## config.mk

```make
export PLATFORM = sky130hd
export DESIGN_NAME = alu_result_forwarder
export DESIGN_NICKNAME = d
export VERILOG_FILES = /design/src/rtl/alu_result_forwarder.sv
export SDC_FILE = /design/constraint.sdc
export NUM_CORES = 1
export LEC_CHECK = 0
export BUFFER_PORTS_ARGS = -buffer_cell sky130_fd_sc_hd__buf_2
export CAP_MARGIN = 20
export CORE_ASPECT_RATIO = 0.9
export CORE_MARGIN = 2
export CORE_UTILIZATION = 45
export DETAILED_ROUTE_END_ITERATION = 8
export PLACE_DENSITY = 0.77
export SLEW_MARGIN = 25
export SYNTH_ARGS = -nofsm -noshare
export SYNTH_HDL_FRONTEND = slang
export SYNTH_SLANG_ARGS = --single-unit
export TNS_END_PERCENT = 5
```

## constraint.sdc

```tcl
create_clock -name clk -period 1.35 [get_ports clk]
set_input_delay 0.2025 -clock clk [delete_from_list [all_inputs] [get_ports clk]]
set_output_delay 0.2025 -clock clk [all_outputs]
set_load 0.01 [all_outputs]
```

## src/rtl/alu_result_forwarder.sv

```systemverilog
// alu_result_forwarder
//   Result-side pipeline behind the ALU. Each accepted ALU result moves through
//   a MEM slot (S1) and a WB slot (S2). From S2 it goes to the register-file
//   write port over a valid/ready handshake. Every cycle the block also drives
//   the forwarding data and select for the ALU operand muxes.
//
// Ports
//   clk, rst_n          clock, asynchronous active-low reset
//   ex_valid/ex_ready   EX result handshake (ex_result, ex_rd, ex_wb_en)
//   wb_valid/wb_ready   register-file write handshake (wb_data, wb_rd)
//   src_rs              source register of the operand being selected
//   fwd_data/fwd_select forwarded value and hit flag for the operand mux
//   hazard_stall        operand is not forwardable; EX must hold
//
// Configuration
//   ALU_FWD_WB_SLOT_EN  defined:   S1 and S2 both forward, hazard_stall = 0
//                       undefined: only S1 forwards, and an S2-only match
//                                  raises hazard_stall until the write retires

module alu_result_forwarder #(
  parameter int DATA_W = 32,
  parameter int REG_AW = 5
) (
  input  logic              clk,
  input  logic              rst_n,
  input  logic              ex_valid,
  output logic              ex_ready,
  input  logic [DATA_W-1:0] ex_result,
  input  logic [REG_AW-1:0] ex_rd,
  input  logic              ex_wb_en,
  output logic              wb_valid,
  input  logic              wb_ready,
  output logic [DATA_W-1:0] wb_data,
  output logic [REG_AW-1:0] wb_rd,
  input  logic [REG_AW-1:0] src_rs,
  output logic [DATA_W-1:0] fwd_data,
  output logic              fwd_select,
  output logic              hazard_stall
);

  logic              s1_valid_q, s1_valid_d;
  logic              s1_wb_en_q, s1_wb_en_d;
  logic [REG_AW-1:0] s1_rd_q,    s1_rd_d;
  logic [DATA_W-1:0] s1_data_q,  s1_data_d;

  logic              s2_valid_q, s2_valid_d;
  logic              s2_wb_en_q, s2_wb_en_d;
  logic [REG_AW-1:0] s2_rd_q,    s2_rd_d;
  logic [DATA_W-1:0] s2_data_q,  s2_data_d;

  logic s2_retire;
  logic s2_load;
  logic s1_load;
  logic m1;
  logic m2;
  logic src_nz;

  // A non-writing entry in S2 drains on its own, without waiting for wb_ready.
  assign s2_retire = s2_valid_q & (~s2_wb_en_q | wb_ready);
  // S2 loading is the same event as S1 moving out.
  assign s2_load   = s1_valid_q & (~s2_valid_q | s2_retire);
  assign ex_ready  = ~s1_valid_q | s2_load;
  assign s1_load   = ex_valid & ex_ready;

  assign wb_valid  = s2_valid_q & s2_wb_en_q;
  assign wb_data   = s2_data_q;
  assign wb_rd     = s2_rd_q;

  always_comb begin
    s1_valid_d = s1_valid_q;
    s1_wb_en_d = s1_wb_en_q;
    s1_rd_d    = s1_rd_q;
    s1_data_d  = s1_data_q;
    if (s1_load) begin
      s1_valid_d = 1'b1;
      s1_wb_en_d = ex_wb_en;
      s1_rd_d    = ex_rd;
      s1_data_d  = ex_result;
    end else if (s2_load) begin
      // Vacated and not refilled: drop valid and keep the payload.
      s1_valid_d = 1'b0;
    end
  end

  always_comb begin
    s2_valid_d = s2_valid_q;
    s2_wb_en_d = s2_wb_en_q;
    s2_rd_d    = s2_rd_q;
    s2_data_d  = s2_data_q;
    if (s2_load) begin
      s2_valid_d = 1'b1;
      s2_wb_en_d = s1_wb_en_q;
      s2_rd_d    = s1_rd_q;
      s2_data_d  = s1_data_q;
    end else if (s2_retire) begin
      s2_valid_d = 1'b0;
    end
  end

  always_ff @(posedge clk or negedge rst_n) begin
    if (!rst_n) begin
      s1_valid_q <= 1'b0;
      s1_wb_en_q <= 1'b0;
      s1_rd_q    <= '0;
      s1_data_q  <= '0;
      s2_valid_q <= 1'b0;
      s2_wb_en_q <= 1'b0;
      s2_rd_q    <= '0;
      s2_data_q  <= '0;
    end else begin
      s1_valid_q <= s1_valid_d;
      s1_wb_en_q <= s1_wb_en_d;
      s1_rd_q    <= s1_rd_d;
      s1_data_q  <= s1_data_d;
      s2_valid_q <= s2_valid_d;
      s2_wb_en_q <= s2_wb_en_d;
      s2_rd_q    <= s2_rd_d;
      s2_data_q  <= s2_data_d;
    end
  end

  // Register 0 is hardwired zero, so it never matches a forwarding source.
  assign src_nz = |src_rs;
  assign m1 = s1_valid_q & s1_wb_en_q & (s1_rd_q == src_rs) & src_nz;
  assign m2 = s2_valid_q & s2_wb_en_q & (s2_rd_q == src_rs) & src_nz;

`ifdef ALU_FWD_WB_SLOT_EN
  // S1 holds the younger entry, so it takes priority over S2.
  assign fwd_select   = m1 | m2;
  assign fwd_data     = m1 ? s1_data_q : (m2 ? s2_data_q : '0);
  assign hazard_stall = 1'b0;
`else
  assign fwd_select   = m1;
  assign fwd_data     = m1 ? s1_data_q : '0;
  assign hazard_stall = m2 & ~m1;
`endif

endmodule
```

==> results_dict.tcl <==
set metrics [dict create \
    setup_viol 73 \
    final_layout_size_suffix_gt1_frac 0.741 \
    final.setup.tns_ns -27.07 \
    ioPinCount 120 \
    crit_arrival_ns 1.82 \
    r2r_start "s1_valid_q" \
    ant_nets 0 \
    busiest_layer "met2" \
    cts.clk_slew.worst_paths_ns 0.07 \
    fin_crit_sh 1.50 \
    end_kind "output port" \
    p_switching_uw 1920 \
    tightest_slew_ns 0.416 \
    clock_path_buffers 2 \
    io_buffers 119 \
    totalWireLength_um 7560 \
    grt_antenna_before_repair 0 \
    grt_max_degree 79 \
    rows 29 \
    grt_pass1_vias 2401 \
    nets 418 \
    rsz0062_at_grt "true" \
    antenna_cells 0 \
    required_ns 1.15 \
    p_int_uw 5020 \
    slew_viol_final 0 \
    cts_tree "yes" \
    wl_per_cell_um 16.2 \
    violations "negative setup slack" \
    cts.sink_count 78 \
    pwr-share-comb 0.259 \
    vias 2306 \
    synthesis.nets 269 \
    min_path_type "input pin to flip-flop" \
    finalHoldViolCount 0 \
    finalWorstSetupSlack_ns -0.677 \
    start_util 0.471 \
    ir_drop_v 0.000695 \
    switching_share 0.276 \
    cap_violations 0 \
    min_period_ns 2.03 \
    crit_path_start "s1_rd_q[2]" \
    holdPathStages 2 \
    yosysSeqAreaShare 0.580 \
    path_max_fanout 15 \
    p_leak_uw 0.00228 \
    fp.dieW_um 95.1 \
    avgViaCountPerCell 4.93 \
    dieArea_um2 8190 \
    remaining_drc_errors 0 \
    start_kind "flip-flop" \
    initialDrtViolationCount 58 \
    yosys.cell_types.count 21 \
    p_per_area_nw_per_um2 1440 \
    grt_pass1_wl_um 12000 \
    ys_warn_count 0 \
    reg2regPathDepth 5 \
    core_area_um2 7150 \
    overflow 0 \
    crit_type "flip-flop to output port" \
    dpl.hpwl_um 4980 \
    numCtsBuffers 9 \
    finClkSkew_ns 0.00691 \
    syn2layout_area_growth_pct 43.0 \
    max_freq_ghz 0.493 \
    grt.met3_usage 0.0316 \
    root_buffer "clkbuf_8" \
    grt.total_usage 0.196 \
    hold_start "ex_valid" \
    sequentialPowerShare 0.463 \
    grtUsageMet2 0.331 \
    clk-insertion-delay-late_ns 0.33 \
    met1_usage 0.250 \
    ys_ff_latch 78 \
    final_cell_mix "85 x buf_2, 78 x dfrtp_1, 65 x mux2_2" \
    drt-pass1-iter-count 4 \
    status "complete, but fails checks" \
    netlist_area_um2 3360 \
    final_util 0.673 \
    place.gp.congestion 0.735 \
    timing.slew.headroom 0.723 \
    avgSynthCellArea_um2 15.2 \
    netlist_instances 222 \
    pwr-share-clk 0.279 \
    ctsHtreeMaxLevel 3 \
    die-height_um 86.0 \
    n_fill_cell 525 \
    final_common_cell "buf_2" \
]
==> cells by family (layout without fill, tap and decap cells) <==
logic type	after synthesis	count (layout)	share of synthesized area
XOR/XNOR	10	10	0.0260
AND/OR/NAND/NOR	44	44	0.110
buffers and inverters	12	165	0.0260
flip-flops	78	78	0.580
multiplexers	75	75	0.251
AO/OA/AOI/OAI	3	3	0.00632
==> registers in the layout (all words and copies together) (netlist names) <==
name and count:
s2_wb_en_q 1, s1_wb_en_q 1, s1_rd_q 5, s1_valid_q 1, s2_valid_q 1, s1_data_q 32
wb_data 32, wb_rd 5
==> cells in the mapped netlist <==
cell | count | share of area
and2_2 | 3 | 0.0067
nand2b_1 | 1 | 0.0019
dfrtp_1 | 78 | 0.58
buf_4 | 4 | 0.0089
nand4_1 | 2 | 0.0037
nor2_4 | 1 | 0.0033
nor4_2 | 1 | 0.0037
o21ai_0 | 1 | 0.0015
nor3_4 | 1 | 0.0048
inv_1 | 1 | 0.0011
o21bai_1 | 1 | 0.0022
buf_2 | 4 | 0.0060
nand3_1 | 1 | 0.0015
nand4b_1 | 1 | 0.0026
xnor2_1 | 10 | 0.026
and2_4 | 29 | 0.075
nand2_1 | 3 | 0.0033
buf_6 | 3 | 0.010
or4_4 | 1 | 0.0033
o22a_1 | 1 | 0.0026
mux2_2 | 75 | 0.25
==> path summary, 6_finish.rpt <==
check	to	slack (ns)
min reg2reg	wb_data[31]	0.50
min	s1_valid_q	0.09
min in group asynchronous	wb_data[23]	0.46
max in group asynchronous	s1_data_q[0]	0.57
max reg2reg	s1_data_q[13]	-0.17
max	fwd_data[31]	-0.68
==> worst max-delay path: stages, from the launching register on <==
cell     delay, ns
dfrtp_1       0.40
xnor2_1       0.18
nand3_1       0.15
nor3_4        0.23
buf_6         0.15
buf_12        0.13
and2_2        0.15
buf_6         0.10
==> metrics by stage <==
stage               hold WS [ns]  std cells  area, um2  setup slack, ns  power [uW]
global route              0.0759        468       4810           -0.805        7320
floorplan                -0.0931        222       3390           -0.136        4170
CTS                       0.0684        467       4780           -0.681        6980
global placement           0.252        446       4260           -0.455        4900
finish                    0.0887        468       4810           -0.677        6940
detailed placement         0.262        446       4260           -0.402        4970
==> routing by layer <==
layer  routed length [um]  part of all wire  up-vias
met5                    0                 0        -
met4                  102             0.013        0
met3                  313             0.041        9
met2                 3880              0.51       64
met1                 3260              0.43     1173
li1                     -                 -     1060
==> area by class of cell <==
type | count | area [um2] | area share
Clock buffer | 11 | 151 | 0.0315
Clock inverter | 4 | 70.1 | 0.0146
Multi-Input combinational cell | 132 | 1390 | 0.288
Inverter | 1 | 3.75 | 0.000780
Tap cell | 93 | 116 | 0.0242
Sequential cell | 78 | 1950 | 0.406
Timing Repair Buffer | 149 | 1130 | 0.235
==> power by group through the flow <==
stage	Sequential, uW	Clock (uW)	Combinational (uW)
5_1_grt	3280	2100	1940
4_1_cts	3200	2000	1780
3_3_place_gp	3210	0	1690
2_1_floorplan	3360	0	810
6_report	3210	1930	1790
3_5_place_dp	3240	0	1730
==> repair_timing <==
item                                    in CTS  in global routing
setup buffers                                4                  1
hold buffers                                 1                  0
gates cloned                                 1                  0
hold endpoints to repair                    78                  0
pin swaps                                   27                  7
resized for setup                           43                  5
endpoints found under the setup margin      78                102
Power figures use the tool's default switching activity.
